**config.mk**
```make
export PLATFORM = sky130hd
export DESIGN_NAME = ra_mul_sched
export DESIGN_NICKNAME = d
export VERILOG_FILES = /design/src/rtl/ra_mul_sched.sv
export SDC_FILE = /design/constraint.sdc
export NUM_CORES = 1
export LEC_CHECK = 0
export CAP_MARGIN = 30
export CORE_MARGIN = 10
export CORE_UTILIZATION = 40
export DETAILED_ROUTE_END_ITERATION = 7
export HOLD_SLACK_MARGIN = 0.08
export SYNTH_ARGS = -nofsm -noshare
export SYNTH_HDL_FRONTEND = slang
export SYNTH_SLANG_ARGS = --single-unit
```
**constraint.sdc**
```tcl
create_clock -name clk -period 3.7 [get_ports clk]
set_clock_uncertainty 0.05 [all_clocks]
set_input_delay 0.74 -clock clk [delete_from_list [all_inputs] [get_ports clk]]
set_output_delay 0.74 -clock clk [all_outputs]
set_load 0.01 [all_outputs]
```
**src/rtl/ra_mul_sched.sv**
```systemverilog
// rtl/ra_mul_sched.sv - round-robin scheduler for a shared repeated-addition multiplier
// Two requesters share one accumulate/count loop; product returned with requester id.
module ra_mul_sched #(
  parameter int WIDTH = 4
) (
  input  logic               clk,
  input  logic               clear,
  input  logic               req0,
  input  logic [WIDTH-1:0]   a0,
  input  logic [WIDTH-1:0]   b0,
  input  logic               req1,
  input  logic [WIDTH-1:0]   a1,
  input  logic [WIDTH-1:0]   b1,
  output logic [1:0]         gnt,
  output logic               busy,
  output logic               cntclr,
  output logic               cnten,
  output logic               done,
  output logic               done_id,
  output logic [2*WIDTH-1:0] product
);

  typedef enum logic [1:0] {
    IDLE = 2'd0,
    LOAD = 2'd1,
    ADD  = 2'd2,
    DONE = 2'd3
  } state_t;

  state_t             state, nstate;
  logic [WIDTH-1:0]   a_sel, b_sel, cnt;
  logic [2*WIDTH-1:0] acc;
  logic               owner, rr, pick;

  // Contention goes to the rr pointer; otherwise req1 wins only if it is the sole requester.
  assign pick = (req0 && req1) ? rr : req1;

  always_comb begin
    nstate  = state;
    busy    = (state != IDLE);
    cntclr  = 1'b0;
    cnten   = 1'b0;
    done    = 1'b0;
    done_id = 1'b0;
    case (state)
      IDLE: if (req0 || req1) nstate = LOAD;
      LOAD: begin
        cntclr = 1'b1;
        nstate = ADD;
      end
      ADD: begin
        if (cnt == b_sel) nstate = DONE;
        else              cnten  = 1'b1;
      end
      DONE: begin
        done    = 1'b1;
        done_id = owner;
        nstate  = IDLE;
      end
      default: nstate = IDLE;
    endcase
  end

  always_ff @(posedge clk) begin
    if (clear) begin
      state   <= IDLE;
      gnt     <= 2'b00;
      owner   <= 1'b0;
      rr      <= 1'b0;
      a_sel   <= '0;
      b_sel   <= '0;
      acc     <= '0;
      cnt     <= '0;
      product <= '0;
    end else begin
      state <= nstate;
      case (state)
        IDLE: begin
          if (req0 || req1) begin
            owner <= pick;
            a_sel <= pick ? a1 : a0;
            b_sel <= pick ? b1 : b0;
            gnt   <= pick ? 2'b10 : 2'b01;
          end
        end
        LOAD: begin
          acc <= '0;
          cnt <= '0;
        end
        ADD: begin
          // Product is captured on entry to DONE so it is valid alongside the done pulse.
          if (cnt == b_sel) begin
            product <= acc;
          end else begin
            acc <= acc + {{WIDTH{1'b0}}, a_sel};
            cnt <= cnt + {{(WIDTH-1){1'b0}}, 1'b1};
          end
        end
        DONE: begin
          rr  <= ~owner;
          gnt <= 2'b00;
        end
        default: ;
      endcase
    end
  end

endmodule

```
==> results of run 1 <==
-- path summary, 6_finish.rpt --
path	startpoint	cells after the start	endpoint	slack, ps
hold / removal	product[4]	2	product[4]	410
setup reg to reg	a_sel[0]	7	acc[6]	1640
hold reg to reg	product[4]	2	product[4]	410
setup / recovery	state[0]	4	cnten	740
-- critical path, delay by kind of cell (launching register included) --
family,cells,cell delay (ps)
flip-flops,1,330
adder cells (fa/ha/maj),1,460
AO/OA/AOI/OAI,1,400
buffers and inverters,2,680
-- placed cells by master (no fill, tap or decap), drive strengths merged, types with 2 or more instances in the layout --
master	netlist	final
o21ai	4	4
mux2i	13	13
nor4	2	2
a21oi	16	16
nor2	26	26
xnor2	3	3
nand2	14	14
clkbuf	5	7
buf	2	2
nand3	6	6
a211oi	13	13
inv	8	8
xor2	5	5
ha	9	9
mux2	2	2
clkdlybuf4s50	0	34
dfxtp	34	34
a21o	2	2
nand3b	5	5
nor3	2	2
-- layer usage --
layer / global-route usage / part of all wire / vias to the layer above
met2: 0.177 / 0.46 / 39
met5: 0 / 0 / -
met3: 0.0535 / 0.073 / 8
met4: 0.0494 / 0.024 / 0
li1: - / - / 727
met1: 0.129 / 0.44 / 632
-- sequential cells by signal, indices dropped and copies added (netlist names) --
name     count
product      8
state        2
b_sel        4
cnt          4
gnt          2
acc          8
a_sel        4
rr           1
owner        1
-- power breakdown --
part           internal [mW]  leakage (nW)  switching (mW)
sequential             0.421         0.277          0.0471
clock                  0.150        0.0482           0.129
combinational          0.183         0.582           0.266
-- through the flow --
step | cell area, sq um | hold slack [ps] | power [mW] | util | worst slack [ps]
after floorplan | 1690 | 399 | 0.786 | - | 1710
after global placement | 2070 | 395 | 0.907 | 0.514 | 1120
after detailed placement | 2070 | 404 | 0.929 | 0.514 | 1050
after CTS | 2160 | 413 | 1.21 | 0.537 | 729
after global routing | 2160 | 436 | 1.28 | 0.537 | 629
final | 2160 | 410 | 1.20 | 0.537 | 743
-- cells by family after synthesis --
logic type / after synthesis
multiplexers: 15
XOR/XNOR: 8
adder cells (fa/ha/maj): 10
flip-flops: 34
buffers and inverters: 15
AND/OR/NAND/NOR: 59
AO/OA/AOI/OAI: 43
-- layout make-up --
class | count | area (sq um) | share of cell area
tap | 50 | 62.6 | 0.0289
timing repair buffer | 36 | 355 | 0.164
clock buffer | 7 | 86.3 | 0.0399
sequential | 34 | 681 | 0.315
inverter | 8 | 30.0 | 0.0139
clock inverter | 1 | 5.00 | 0.00231
multi-input combinational | 135 | 942 | 0.436
==> flow_summary.toml, run 1 <==
[outcome]
status = "finished, final reports clean"

[pwr]
p_leak_nw = 0.907
power_density_nw_per_um2 = 553
vdd_drop_max_v = 0.000348

[grt]
grt_first_pass_wirelength_mm = 6.88
antenna_found_initial = 0
grt_pass1_vias = 1473
grt_max_degree = 20
track_usage = 0.113
grt_overflow = 0

[synthesis]
synth_top_area_share = 0.403
synth_compound_gate_area_share = 0.176
synth_top_family_by_area = "compound AO/OA/AOI/OAI gates"
synthFlopType = "dfxtp_1"
ys_top_cells_by_area = "dfxtp_1 40%, mux2i_1 7.7%, ha_1 6.7%"
syn_avg_cell_area_sq_um = 9.17
synth_edf_count = 0
syn_area_sq_um = 1690
synth_fp_nets = 214
syn_inst = 184
ys_types = 37
synth_largest_area_cell = "dfxtp_1"
synthAdderAreaFrac = 0.0786
ys_top_cells_by_count = "34 x dfxtp_1, 26 x nor2_1, 14 x a21oi_1"
muxShareOfSynthArea = 0.0904
synthArstFlopShare = 0
yosysWarnings = 0
yosysMostFrequentCell = "dfxtp_1"
ys_seq_area_frac = 0.403
yosys.area_share.simple = 0.172
ys_ff_latch = 34
synth-xor-area-share = 0.0415

[floorplanning]
ios = 35
fp.dieW_um = 85.0
start_util = 0.419
die_y_um = 85.0
core_area_sq_um = 4030
die_area_sq_um = 7220
rows = 23

[clocking]
cts_resized = 0
htreeDepth = 2
cts_tree = "done"
cts_sinks = 34
cts_made_buffers = 5
cts_root_buf = "clkbuf_8"
hold_buffers = 0
clk_latency_ps = 280
cts_buffer_depth = 2
path_clk_slew_ps = 60
cts_setup_buffers = 0

[timing]
period_minus_slack_ps = 2960
rsz0062_at_grt = "no"
setup_viol = 0
tightestPinTransition_ps = 874
period_share = 0.799
drv_slew = 0
fin_setup_tns_ps = 0
hold_viol_final = 0
fmax_mhz = 338
slew_headroom = 0.415

[layout]
final_nets = 250
fillers = 373
final_cells = 271
n_antenna_cell = 0
drive_gt1_frac = 0.0724
area_growth_pct = 28.1

[placed_design]
place_inst = 263
gp_congestion = 0.807
dpl.hpwl_mm = 2.96
io_buffers = 34

[critical_path]
crit_chain = "inv_1 > ha_1 > o41a_2 > clkdlybuf4s50_1"
worstSetupPathType = "reg -> out"
slowest_delay_ps = 590
critPathMaxFanout = 14
arrival_ps = 2170
worst_setup_path_start_kind = "flip-flop"
cp_slowest_cell = "clkdlybuf4s50_1"
crit_required_ps = 2910
end_kind = "primary output"

[route]
vias_per_cell = 5.19
wl_per_cell_um = 14.1
drtPass1Iterations = 4
routed_wl_mm = 3.82
drt_iter0_markers = 81
antenna_left = 0
via_count = 1406
drc = 0

[worst_hold_path]
hold_class = "reg -> reg"

[flow_run]
maxCapViolations = 0
(Power assumes the default switching activity.)
==> run 2, diff against run 1 <==
- PLACE_DENSITY: default -> 0.67
- clock period: 3.7 -> 2.44 ns (I/O delays scaled with it)
==> flow_summary.toml, run 2 (synthesis results as in run 1) <==
[critical_path]
worst_setup_path_start_kind = "flip-flop"
crit_required_ps = 1900
end_kind = "primary output"
crit_chain = "inv_1 > ha_1 > inv_1 > clkdlybuf4s50_1"
worstSetupPathType = "reg -> out"
rrSetupSlack_ps = 420
arrival_ps = 1760
critPathMaxFanout = 7
worst-path-buf-inv = 3
crit_family = "buffers and inverters"
slowest_delay_ps = 570
cp_slowest_cell = "clkdlybuf4s50_1"
critical-path-top-cell-by-count = "inv_1"

[route]
drtPass1Iterations = 4
drt_iter0_markers = 54
routed_wl_mm = 3.58
drc = 0
wl_per_cell_um = 13.1
vias_per_cell = 5.10
via_count = 1392
antenna_left = 0

[placed_design]
place_inst = 267
io_buffers = 34
place_area_sq_um = 2100
dpl.hpwl_mm = 2.81
dp_slack_ps = 214
gp_congestion = 0.738

[timing]
drv_slew = 0
fmax_mhz = 436
rsz0062_at_grt = "no"
fin_setup_tns_ps = 0
whs_ps = 401
worst_slack_ps = 145
hold_viol_final = 0
tightestPinTransition_ps = 867
slew_headroom = 0.420
period_share = 0.940
setup_viol = 0
period_minus_slack_ps = 2290

[floorplanning]
rows = 23
die_area_sq_um = 7220
core_area_sq_um = 4030
ios = 35
die_y_um = 85.0
start_util = 0.419
fp.dieW_um = 85.0

[grt]
top_usage_layer = "met2"
grtUsageMet1 = 0.134
use_met3 = 0.0373
track_usage = 0.107
grt_first_pass_wirelength_mm = 6.51
grt_pass1_vias = 1407
antenna_found_initial = 0
grt_overflow = 0
grt_max_degree = 17
gr-usage-met2 = 0.157

[layout]
drive_gt1_frac = 0.0852
final_cells = 273
final_common_cell = "dfxtp_1"
fillers = 386
largestRegisters = "acc: 8 flops, product: 8 flops"
final_nets = 254
n_antenna_cell = 0
final_util = 0.542
ff_latch_area_sq_um = 681
multi_input_area_sq_um = 942
mostFrequentLayoutCells = "34 x dfxtp_1, 33 x clkdlybuf4s50_1, 26 x nor2_1, 14 x a21oi_1"
fin_area_sq_um = 2180
area_growth_pct = 29.3

[pwr]
pwr-share-comb = 0.388
seq_power_share = 0.389
clkPwrFrac = 0.224
power_mw = 1.82
vdd_drop_max_v = 0.000431
p_int_mw = 1.15
power_density_nw_per_um2 = 832
p_leak_nw = 0.927
swShare = 0.364
p_switching_mw = 0.661

[clocking]
path_clk_slew_ps = 60
cts_made_buffers = 5
cts_sinks = 34
cts_setup_buffers = 0
cts_tree = "done"
cts_buffer_depth = 2
cts_root_buf = "clkbuf_8"
clk_latency_ps = 280
htreeDepth = 2

[outcome]
status = "finished, final reports clean"

[worst_hold_path]
hold_class = "reg -> reg"

[flow_run]
maxCapViolations = 0
-- run 2: cell count changes in the layout (fill, tap and decap cells not counted), sizes merged --
| cell | previous run | this run |
|---|---|---|
| dlygate4sd2 | 0 | 1 |
| buf | 2 | 6 |
| clkbuf | 7 | 6 |
| clkinv | 1 | 0 |
| clkdlybuf4s50 | 34 | 33 |
-- run 2: final cells by class --
cell class | count | share of cell area
multi-input combinational | 135 | 0.432
sequential | 34 | 0.312
tap | 50 | 0.0287
timing repair buffer | 40 | 0.176
inverter | 8 | 0.0138
clock buffer | 6 | 0.0378
-- run 2: power groups by stage --
stage	registers, mW	logic (mW)	clock network [mW]
5_1_grt	0.717	0.801	0.440
2_1_floorplan	0.705	0.488	0
6_report	0.706	0.704	0.406
4_1_cts	0.707	0.708	0.417
3_5_place_dp	0.719	0.711	0
3_3_place_gp	0.720	0.705	0
-- run 2: repair_timing --
item / in CTS / in global routing
endpoints found under the setup margin: 1 / 0
gates resized for setup: 1 / 0
hold buffers: 0 / 0
-- run 2: worst paths after layout --
path                                    to  depth (start not counted)  startpoint
worst min register to register  product[7]                          2  product[7]
worst max-delay path                  busy                          4    state[0]
worst min-delay path            product[7]                          2  product[7]
worst max register to register      acc[6]                          7      acc[0]
-- run 2: metal layers --
metal / wire, um / share of wire
met1: 1780 / 0.50
met2: 1540 / 0.43
met3: 196 / 0.055
met4: 63 / 0.018
met5: 0 / 0
-- run 2: worst reg2reg max path: cells and delay by family (launching register included) --
kind | cells | cell delay [ps]
multiplexers | 1 | 320
AO/OA/AOI/OAI | 2 | 390
flip-flops | 1 | 330
adder cells (fa/ha/maj) | 2 | 630
AND/OR/NAND/NOR | 2 | 240
